<file path="config.mk">
export PLATFORM = sky130hd
export DESIGN_NAME = adpll_coarse_ctrl
export DESIGN_NICKNAME = d
export VERILOG_FILES = /design/src/rtl/adpll_coarse_ctrl.sv
export SDC_FILE = /design/constraint.sdc
export NUM_CORES = 1
export LEC_CHECK = 0
export ABC_AREA = 1
export ABC_CLOCK_PERIOD_IN_PS = 7000
export CORE_MARGIN = 2
export CORE_UTILIZATION = 63
export DETAILED_ROUTE_END_ITERATION = 12
export MAX_ROUTING_LAYER = met4
export PLACE_DENSITY_LB_ADDON = 0.15
export REMOVE_ABC_BUFFERS = 1
export SYNTH_ARGS = -nofsm -noshare
export SYNTH_HDL_FRONTEND = slang
export SYNTH_SLANG_ARGS = --single-unit
</file>
<file path="constraint.sdc">
create_clock -name clk_i -period 7 [get_ports clk_i]
set_input_delay 1.05 -clock clk_i [delete_from_list [all_inputs] [get_ports clk_i]]
set_output_delay 1.05 -clock clk_i [all_outputs]
set_load 0.05 [all_outputs]
</file>
<file path="src/rtl/adpll_coarse_ctrl.sv">
// Coarse DCO code controller: counts CLK cycles per REF period, binary-searches the code MSB-first, then tracks +/-1 and flags lock.
// Latency: COARSE/STATE/LOCK/MEAS update on the CLK edge that consumes the ref_rise pulse (3 CLK after a REF rising edge).
// No backpressure: free-running closed loop; ENABLE low forces IDLE on the next edge.
module adpll_coarse_ctrl #(
   parameter int CODE_W   = 7,
   parameter int CNT_W    = 10,
   parameter int TOL      = 1,
   parameter int SETTLE   = 2,
   parameter int LOCK_CNT = 4
) (
   input  logic              clk_i,
   input  logic              rst_ni,
   input  logic              ref_in_i,
   input  logic              enable_i,
   input  logic [CNT_W-1:0]  fcw_i,
   output logic [CODE_W-1:0] coarse_o,
   output logic              lock_o,
   output logic [1:0]        state_o,
   output logic [CNT_W-1:0]  meas_o
);

   typedef enum logic [1:0] {IDLE = 2'd0, SEARCH = 2'd1, TRACK = 2'd2} state_e;

   localparam int KW = $clog2(CODE_W);
   localparam int SW = $clog2(SETTLE + 2);
   localparam int LW = $clog2(LOCK_CNT + 2);
   localparam int EW = CNT_W + 1;
   localparam logic [CODE_W-1:0] MID      = {1'b1, {(CODE_W-1){1'b0}}};
   localparam logic [CNT_W-1:0]  CNT_MAX  = '1;
   localparam logic [SW-1:0]     SETTLE_V = SW'(SETTLE);
   localparam logic [LW-1:0]     LOCK_MAX = LW'(LOCK_CNT);
   localparam logic [EW-1:0]     TOL_V    = EW'(TOL);

   logic              ref_s1_q, ref_s2_q, ref_s3_q;
   logic [CNT_W-1:0]  cnt_q, meas_q;
   state_e            state_q, state_d;
   logic [CODE_W-1:0] coarse_q, coarse_d;
   logic [KW-1:0]     k_q, k_d;
   logic [SW-1:0]     settle_q, settle_d;
   logic [LW-1:0]     lock_cnt_q, lock_cnt_d, lock_inc;
   logic              lock_q, lock_d;
   logic              first_q, first_d;
   logic              ref_rise, meas_vld, meas_used;
   logic [EW-1:0]     meas_ext, fcw_ext;

   assign ref_rise  = ref_s2_q & ~ref_s3_q;
   assign meas_vld  = ref_rise & ~first_q;
   assign meas_used = meas_vld & (settle_q == '0);
   // The fresh count is judged on the same edge it lands in MEAS.
   assign meas_ext  = {1'b0, cnt_q};
   assign fcw_ext   = {1'b0, fcw_i};
   assign lock_inc  = lock_cnt_q + LW'(1);

   always_ff @(posedge clk_i or negedge rst_ni) begin
      if (!rst_ni) begin
         ref_s1_q <= 1'b0;
         ref_s2_q <= 1'b0;
         ref_s3_q <= 1'b0;
         cnt_q    <= '0;
         meas_q   <= '0;
      end else begin
         ref_s1_q <= ref_in_i;
         ref_s2_q <= ref_s1_q;
         ref_s3_q <= ref_s2_q;
         if (ref_rise) begin
            meas_q <= cnt_q;
            cnt_q  <= CNT_W'(1);
         end else if (cnt_q != CNT_MAX) begin
            cnt_q <= cnt_q + CNT_W'(1);
         end
      end
   end

   always_comb begin
      state_d    = state_q;
      coarse_d   = coarse_q;
      k_d        = k_q;
      settle_d   = settle_q;
      lock_cnt_d = lock_cnt_q;
      lock_d     = lock_q;
      first_d    = ref_rise ? 1'b0 : first_q;
      case (state_q)
         IDLE: begin
            coarse_d   = MID;
            lock_d     = 1'b0;
            lock_cnt_d = '0;
            first_d    = 1'b1;
            if (enable_i) begin
               state_d  = SEARCH;
               k_d      = KW'(CODE_W - 1);
               settle_d = SETTLE_V;
            end
         end
         SEARCH: begin
            if (meas_used) begin
               if (meas_ext >= fcw_ext) coarse_d[k_q] = 1'b0;
               if (k_q != '0) begin
                  coarse_d[k_q - KW'(1)] = 1'b1;
                  k_d = k_q - KW'(1);
               end else begin
                  state_d = TRACK;
               end
            end
         end
         TRACK: begin
            if (meas_used) begin
               if (meas_ext + TOL_V < fcw_ext) begin
                  if (coarse_q != '1) coarse_d = coarse_q + CODE_W'(1);
                  lock_cnt_d = '0;
                  lock_d     = 1'b0;
               end else if (meas_ext > fcw_ext + TOL_V) begin
                  if (coarse_q != '0) coarse_d = coarse_q - CODE_W'(1);
                  lock_cnt_d = '0;
                  lock_d     = 1'b0;
               end else begin
                  if (lock_cnt_q != LOCK_MAX) lock_cnt_d = lock_inc;
                  if (lock_inc >= LOCK_MAX) lock_d = 1'b1;
               end
            end
         end
         default: state_d = IDLE;
      endcase
      // Any real code step restarts the settle window; a saturated no-op step does not.
      if (state_q != IDLE) begin
         if (coarse_d != coarse_q) settle_d = SETTLE_V;
         else if (meas_vld && settle_q != '0) settle_d = settle_q - SW'(1);
      end
      if (!enable_i) begin
         state_d    = IDLE;
         coarse_d   = MID;
         lock_d     = 1'b0;
         lock_cnt_d = '0;
         first_d    = 1'b1;
      end
   end

   always_ff @(posedge clk_i or negedge rst_ni) begin
      if (!rst_ni) begin
         state_q    <= IDLE;
         coarse_q   <= MID;
         k_q        <= '0;
         settle_q   <= '0;
         lock_cnt_q <= '0;
         lock_q     <= 1'b0;
         first_q    <= 1'b1;
      end else begin
         state_q    <= state_d;
         coarse_q   <= coarse_d;
         k_q        <= k_d;
         settle_q   <= settle_d;
         lock_cnt_q <= lock_cnt_d;
         lock_q     <= lock_d;
         first_q    <= first_d;
      end
   end

   assign coarse_o = coarse_q;
   assign lock_o   = lock_q;
   assign state_o  = state_q;
   assign meas_o   = meas_q;

endmodule

</file>
==> results of run 1 <==
-- synth_stat cells --
cell type,n,area [µm²]
a21oi_2,1,8.76
nand3b_1,3,22.5
nand4_1,10,62.6
dfrtp_1,40,1000
nand3_1,38,190
o21ai_0,39,195
nor3_1,11,55.1
or2_2,1,6.26
xor2_1,18,158
nand2_2,4,25.0
o211ai_1,1,7.51
xnor2_1,4,35.0
nand2_1,152,571
buf_2,2,10.0
nor2_4,4,45.0
clkbuf_1,5,18.8
a21boi_0,1,7.51
a22oi_1,2,15.0
ha_1,40,500
buf_4,1,7.51
nor2_1,41,154
inv_1,76,285
nand3_4,1,17.5
nor3_4,1,16.3
clkinv_1,2,7.51
nand2_4,2,22.5
nand3_2,2,20.0
o21a_1,1,7.51
dfstp_2,2,52.6
nor2_2,5,31.3
inv_2,3,11.3
o31ai_1,1,7.51
o211ai_2,1,12.5
a21o_1,2,15.0
o21ai_1,3,15.0
a21oi_1,22,110
-- logic make-up (layout without fill, tap and decap cells) --
kind of cell,Yosys count,after routing,synth area share
simple gates,275,275,0.332
buf+inv,89,122,0.0913
compound gates,74,74,0.108
flops,42,42,0.283
fa+ha+maj,40,40,0.134
xor+xnor,22,22,0.0517
-- layout make-up --
cell class                 count  area [µm²]  area share
timing repair buffer          33         325      0.0774
multi-input combinational    411        2330       0.555
inverter                      81         304      0.0723
sequential                    42        1050       0.251
tap                           75        93.8      0.0223
clock inverter                 3        25.0     0.00595
clock buffer                   5        68.8      0.0164
-- through the flow --
stage	hold WS, ps	std cells
5_1_grt	363	650
4_1_cts	361	650
2_1_floorplan	331	534
6_report	356	650
3_5_place_dp	340	642
3_3_place_gp	335	642
-- registers in the layout, summed over array words and instances, names as in the netlist --
name and flops:
ref_s1_q 1, k_q 3, ref_s2_q 1, ref_s3_q 1
first_q 1, state_o 2, lock_o 1, meas_o 10
cnt_q 10, coarse_o 7, settle_q 2, lock_cnt_q 3
-- placed cells by master (no fill, tap or decap), types with 4 or more instances in the layout --
cell,n
nand2_1,152
xnor2_1,4
nand4_1,10
inv_1,76
clkdlybuf4s50_1,32
ha_1,40
nand3_1,38
dfrtp_1,40
o21ai_0,39
nand2_2,4
nor2_1,41
xor2_1,18
nor2_2,5
nor3_1,11
a21oi_1,22
nor2_4,4
clkbuf_8,5
-- worst paths after layout --
path | to | start | slack, ps
max | settle_q[0] | fcw_i[2] | 2870
min | ref_s2_q | ref_s1_q | 360
max reg2reg | settle_q[1] | cnt_q[2] | 3390
min reg2reg | ref_s2_q | ref_s1_q | 360
max in group asynchronous | cnt_q[1] | rst_ni | 5550
min in group asynchronous | coarse_o[1] | rst_ni | 860
-- routing by layer --
layer / GRT usage / up-vias / part of all wire
li1: - / 1814 / -
met3: 0.0367 / 16 / 0.064
met4: 0.0831 / 0 / 0.015
met1: 0.423 / 1631 / 0.48
met2: 0.462 / 123 / 0.44
met5: - / - / 0
-- worst reg2reg max path: stages (launching register included) --
cell	delay [ps]
dfrtp_1	480
inv_1	100
nor3_1	340
nand3_1	190
nor3_1	290
nand3_1	140
xor2_1	180
ha_1	350
inv_1	70
o211ai_2	240
inv_1	70
nand2_1	100
nor2_4	70
nor2_1	110
nand2_1	60
nand2_1	50
nand2_1	40
nand2_1	90
nand2_1	70
nand3_1	100
nand2_1	60
nor2_1	140
nand3_1	100
nand2_1	60
nand2_1	50
-- power groups by stage --
stage	combinational (mW)	clock [mW]	sequential [mW]
after global placement	0.474	0	0.329
after floorplan	0.279	0	0.387
final	0.496	0.167	0.327
after global routing	0.555	0.177	0.333
after CTS	0.491	0.169	0.326
after detailed placement	0.488	0	0.331
==> flow_summary.ini, run 1 <==
[routing]
num_vias = 3584
routedWlPerCell_um = 13.8
wl_mm = 9.00
drtAntennaViolNets = 0
viasPerCell = 5.51
drt_iter0_markers = 248
drcViolationCount = 0
drtPass1Iterations = 6

[timing]
hold_viol = 0
fmax_mhz = 242
fin_tns_setup_ps = 0
worstMarginPinSlew_ps = 921
setup_slack_ps = 2870
rsz0062_at_grt = false
finalSetupViolations = 0
slew_viol_final = 0
fin_worst_skew_ps = 12.2
finalCriticalPeriod_ps = 4130
fin_crit_sh = 0.591
max_slew_margin = 0.386

[pwr]
seq_power_share = 0.330
p_switching_mw = 0.475
p_int_mw = 0.514
ir_worst_vdd_mv = 0.238
combPwrFrac = 0.501
power_mw = 0.990
p_sw_frac = 0.480
clockPowerShare = 0.168
p_per_area_nw_per_um2 = 235
p_leak_nw = 2.22

[hold_path]
worstHoldPathCells = 0
hold_path.class = flop to flop

[worst_setup_path]
start_kind = primary input
endpoint_kind = flop
cpPeakStageDelay_ps = 520
cp_num_buf_inv = 3
path_class = primary input to flop
path_delay_family = simple AND/OR/NAND/NOR gates
critPathArrivalTime_ps = 4350
critical_path_cell_count = 21
crit_top_cell = nand3_1
path_cells = clkdlybuf4s50_1, inv_1, nor3_1, nand3_1, nor2_1, nand3_1, xor2_1, ha_1, inv_1, a21oi_2, nand3_1, nand2_1, nand3_1, nand2_2, nand2_1, a21boi_0, nand3_1, nand2_1, nor2_1, nand4_1, nand2_1
reg2reg_depth = 24
worstPathMaxFanout = 4
cp_slowest_cell = clkdlybuf4s50_1
worstPathRequired_ps = 7210

[global_route]
antenna_found_initial = 0
grt_pass1_vias = 3284
gr-usage-all-layers = 0.302
grt_pass1_wl_mm = 14.9
gr-total-overflow = 0
grt_max_degree = 43

[synth]
synth_seq_area_share = 0.283
ys_seq_elements = 42
syn-mean-instance-area_um2 = 6.88
syn-cell-area_um2 = 3730
syn_inst = 542
ys.warnings.count = 0
ys_types = 36

[floorplanning]
die_area_um2 = 6550
core-area_um2 = 5820
start_util = 0.641
pin_count = 34
die_h_um = 80.9
num_rows = 28
die_w_um = 80.9

[clocking]
tritoncts = yes
ctsResizeCount = 0
cts_buffers = 5
cts-root-buf = clkbuf_8
insertion_delay_ps = 310
h-tree-depth = 2
clk_pin_slew_ps = 100
clock-sinks = 42
ctsHoldBuffers = 0
cts_setup_buffers = 0
cts.path.max_buffers = 2

[finish]
finalNetCount = 628
final_core_util = 0.723
drive_above_1_share = 0.0626
area_growth_pct = 12.8
nFillCells = 480
fin_area_um2 = 4200
num_antenna_cells = 0

[status]
status = finished, final reports clean

[placement]
numPortBuffers = 33
postPlaceCellArea_um2 = 4110
dp_hpwl_mm = 7.19
gp_congestion = 0.971
place_ws_ps = 2550

[flow_run]
drv_cap = 0
No activity file was read; power rests on OpenSTA's default activity.
==> run 2, diff against run 1 <==
ABC_CLOCK_PERIOD_IN_PS = 3350   (was 7000)
CORE_UTILIZATION = 53   (was 63)
clock period = 3.35 ns   (was 7 ns; I/O delays follow)
==> run 2 against run 1 <==
Net effect: cell area increased by 13%; first-iteration DRC count increased by 39%; sequential share of layout area decreased by 3.0 points; highest routed layer unchanged; largest cell class unchanged; critical path depth increased by 3.
==> flow_summary.ini, run 2 (synthesis gave the netlist of run 1 again) <==
[finish]
final_common_cell = nand2_1
drive_above_1_share = 0.183
layout_common_cells = 143 x nand2_1, 71 x inv_1, 43 x buf_4
num_antenna_cells = 0
nFillCells = 562
area_growth_pct = 28.0
stdcell_count = 714
finalNetCount = 671

[routing]
drtAntennaViolNets = 0
viasPerCell = 5.33
wl_met3_um = 618
top_layer = met4
drt_iter0_markers = 345
met1_length_mm = 4.64
num_vias = 3809
drtPass1Iterations = 5
wl_met2_mm = 4.68
wl_mm = 10.1
drcViolationCount = 0
routedWlPerCell_um = 14.2

[timing]
slew_viol_final = 0
setup_slack_ps = 44.4
fin_worst_skew_ps = 9.80
hold_viol = 0
fmax_mhz = 303
finalCriticalPeriod_ps = 3310
max_slew_margin = 0.346
finalSetupViolations = 0
fin_tns_setup_ps = 0
worstMarginPinSlew_ps = 980
fin_crit_sh = 0.987
rsz0062_at_grt = true

[clocking]
h-tree-depth = 2
tritoncts = yes
cts-root-buf = clkbuf_8
cts_buffers = 5
cts.path.max_buffers = 2
clk_pin_slew_ps = 100
ctsHoldBuffers = 0
insertion_delay_ps = 310
clock-sinks = 42

[worst_setup_path]
path_delay_family = simple AND/OR/NAND/NOR gates
r2r_start = cnt_q[0]
critical_path_cell_count = 24
start_kind = flop
path_cells = inv_2, nor3_4, nand3_2, nor3_4, nand3_2, xor2_4, ha_4, inv_2, o211ai_4, inv_2, nand2_2, nor2_4, nor2_1, nand2_1, nand2_1, nand2_1, nand2_1, nand2_1, nand3_1, nand2_1, nor2_2, nand3_1, nand2_1, nand2_1
reg2reg_slack_ps = 40
worstPathRequired_ps = 3550
crit_top_cell = nand2_1
worstPathMaxFanout = 8
reg2reg_depth = 24
endpoint_kind = flop
cp_num_buf_inv = 3
cp_slowest_cell = dfrtp_1
path_class = flop to flop
critPathArrivalTime_ps = 3510
cpPeakStageDelay_ps = 400
timing.rr.end = settle_q[1]

[global_route]
grt_pass1_wl_mm = 16.1
gr-total-overflow = 0
grt_pass1_vias = 3476
gr-usage-all-layers = 0.275
grt_max_degree = 43
antenna_found_initial = 0

[floorplanning]
start_util = 0.549
core-area_um2 = 6790
num_rows = 30
die_w_um = 87.9
die_area_um2 = 7720
pin_count = 34
die_h_um = 87.9

[placement]
dp.cells = 697
gp_congestion = 1.01
place_ws_ps = -520
dp_hpwl_mm = 7.61
numPortBuffers = 33

[flow_run]
drv_cap = 0

[pwr]
p_leak_nw = 2.50
ir_worst_vdd_mv = 0.448
p_per_area_nw_per_um2 = 472

[status]
status = finished, final reports clean

[hold_path]
hold_path.class = primary input to async pin
run 2: changes by cell type in the layout (fill, tap and decap cells not counted), sizes merged:
cell	previous run	this run
buf	1	44
dlymetal6s2s	0	3
bufinv	0	1
clkinv	3	2
clkdlybuf4s50	32	29
run 2: metrics by stage:
stage                     utilization  hold slack (ps)  power (mW)  area (µm²)
after global placement          0.646              336        1.72        4390
final                           0.702              343        2.25        4770
after global routing            0.702              341        2.42        4770
after detailed placement        0.646              341        1.76        4390
after CTS                       0.669              355        2.20        4540
after floorplan                     -              207        1.39        3690
run 2: area by class of cell:
type	instances	area, µm²	share of cell area
sequential	42	1050	0.221
clock buffer	5	68.8	0.0144
inverter	81	304	0.0637
tap	96	120	0.0252
multi-input combinational	411	2520	0.528
clock inverter	3	48.8	0.0102
timing repair buffer	76	656	0.137
run 2: worst max-delay path by stage:
stage / slack (ps) / startpoint / endpoint
2_1_floorplan: 290 / cnt_q[2] / settle_q[1]
3_3_place_gp: -440 / fcw_i[1] / settle_q[1]
3_5_place_dp: -520 / fcw_i[1] / settle_q[1]
4_1_cts: 6 / fcw_i[1] / settle_q[1]
5_1_grt: -220 / cnt_q[0] / settle_q[1]
6_report: 40 / cnt_q[0] / settle_q[1]
run 2: per-layer routing:
metal / up-vias / global-route usage
met2: 136 / 0.420
met4: 0 / 0.0727
met1: 1752 / 0.378
met3: 21 / 0.0462
met5: - / -
li1: 1900 / -
run 2: timing repair:
| item | 4_1_cts | 5_1_grt |
|---|---|---|
| buffers inserted | 0 | 9 |
| resized for setup | 7 | 41 |
| pin swaps | 1 | 34 |
| endpoints found under the setup margin | 2 | 10 |
run 2: power by group:
part | internal, mW | switching (mW) | leakage, nW | total (mW)
registers | 0.590 | 0.0893 | 0.541 | 0.679
logic | 0.393 | 0.743 | 1.90 | 1.14
clock network | 0.227 | 0.209 | 0.0563 | 0.437
total | 1.21 | 1.04 | 2.50 | 2.25
==> run 3, diff against run 2 <==
ABC_CLOCK_PERIOD_IN_PS = 3400   (was 3350)
CAP_MARGIN = 20   (was unset)
CORE_UTILIZATION = 59   (was 53)
clock period = 3.4 ns   (was 3.35 ns; I/O delays follow)
==> run 3 against run 2 <==
Net effect: cell count decreased by 3.9%; via count is 1.8% lower; die area fell by 9.7%; critical path depth is the same; cell area decreased by 1.3%; clock-buffer cell count unchanged; clock power down 7.6%; critical endpoint unchanged; sequential share of layout area rose by 0.29 points; non-clock buffer count shrank 7.
==> flow_summary.ini, run 3 (synthesis gave the netlist of run 1 again) <==
[routing]
drt_iter0_markers = 298
top_layer = met4
drtPass1Iterations = 5
drtAntennaViolNets = 0
wl_met3_um = 609
wl_mm = 9.85
num_vias = 3741
wl_met2_mm = 4.59
viasPerCell = 5.45
routedWlPerCell_um = 14.4
met1_length_mm = 4.55
drcViolationCount = 0

[placement]
gp_congestion = 0.942
place_ws_ps = -438
postPlaceCellArea_um2 = 4310
numPortBuffers = 33
dp_hpwl_mm = 7.34
dp.cells = 668

[global_route]
grt_pass1_vias = 3520
antenna_found_initial = 0
gr-total-overflow = 0
grt_pass1_wl_mm = 16.2
gr-usage-all-layers = 0.288
grt_max_degree = 43

[timing]
setup_slack_ps = 148
fmax_mhz = 307
finalSetupViolations = 0
max_slew_margin = 0.384
finalCriticalPeriod_ps = 3250
worstMarginPinSlew_ps = 924
slew_viol_final = 0
fin_worst_skew_ps = 15.3
fin_crit_sh = 0.957
hold_viol = 0

[floorplanning]
die_area_um2 = 6970
num_rows = 28
core-area_um2 = 6030
start_util = 0.619
pin_count = 34
die_h_um = 83.5
die_w_um = 83.5

[pwr]
p_per_area_nw_per_um2 = 476
p_leak_nw = 2.47
ir_worst_vdd_mv = 0.529

[clocking]
clock-sinks = 42
cts_buffers = 5
insertion_delay_ps = 300
clk_pin_slew_ps = 90
cts.path.max_buffers = 2
ctsHoldBuffers = 0
tritoncts = yes
cts-root-buf = clkbuf_8
h-tree-depth = 2

[finish]
num_antenna_cells = 0
fin_area_um2 = 4710
finalNetCount = 664
final_common_cell = nand2_1
stdcell_count = 686
area_growth_pct = 26.3
layout_common_cells = 138 x nand2_1, 73 x inv_1, 40 x dfrtp_1
drive_above_1_share = 0.191

[worst_setup_path]
r2r_start = cnt_q[0]
cp_slowest_cell = dfrtp_1
critPathArrivalTime_ps = 3450
cp_num_buf_inv = 3
critPathLaunch = cnt_q[0]
worstPathRequired_ps = 3600
reg2reg_depth = 24
reg2reg_slack_ps = 150
critical_path_cell_count = 24
endpoint_kind = flop
worstPathMaxFanout = 8
crit_top_cell = nand2_2
start_kind = flop
path_delay_family = simple AND/OR/NAND/NOR gates
path_cells = inv_2, nor3_4, nand3_2, nor3_4, nand3_2, xor2_2, ha_1, inv_1, o211ai_2, buf_4, nor2_4, nand2_4, nand2_4, nand2_2, nand2_2, nand2_2, nand2_2, nand2_2, nand2_1, nand3_1, nor2_2, nand3_1, nand2_1, nand2_1
cp-endpoint = settle_q[1]
path_class = flop to flop
cpPeakStageDelay_ps = 410
timing.rr.end = settle_q[1]

[hold_path]
hold_path.class = primary input to async pin

[status]
status = finished, final reports clean

[flow_run]
drv_cap = 0
==> run 3: where the power goes <==
part           total [mW]  switching (mW)  internal (mW)
logic                1.17           0.755          0.416
registers           0.666          0.0844          0.581
clock network       0.404           0.186          0.219
==> run 3: layout make-up <==
class	count	area [µm²]
flip-flops and latches	42	1050
repair buffers	69	607
clock buffers	5	68.8
inverters	81	304
clock inverters	3	45.0
multi-input cells	411	2540
well taps	75	93.8
fillers	474	1320
==> run 3: worst min-delay path by stage <==
| stage | start | end | slack (ps) | cells past startpoint |
|---|---|---|---|---|
| final | rst_ni | meas_o[1] | 330 | 1 |
| after global routing | ref_s1_q | ref_s2_q | 370 | 0 |
| after CTS | rst_ni | meas_o[1] | 360 | 1 |
| after detailed placement | ref_s1_q | ref_s2_q | 340 | 0 |
| after global placement | ref_s1_q | ref_s2_q | 330 | 0 |
| after floorplan | rst_ni | cnt_q[0] | 210 | 0 |
==> run 3: metrics by stage <==
step | setup TNS [ps] | util | hold slack, ps | power [mW]
after floorplan | 0 | - | 214 | 1.37
after global placement | -1360 | 0.714 | 334 | 1.71
after detailed placement | -2090 | 0.714 | 338 | 1.74
after CTS | 0 | 0.736 | 360 | 2.15
after global routing | -104 | 0.781 | 373 | 2.41
final | 0 | 0.781 | 334 | 2.24
==> run 3: per-layer routing <==
layer | up-vias | GRT usage
li1 | 1871 | -
met1 | 1730 | 0.411
met2 | 128 | 0.449
met3 | 12 | 0.0406
met4 | 0 | 0.0499
met5 | - | -
==> run 3: timing repair <==
action	4_1_cts	5_1_grt
resized for setup	4	53
endpoints found under the setup margin	2	11
buffers inserted	0	10
pin swaps	0	37
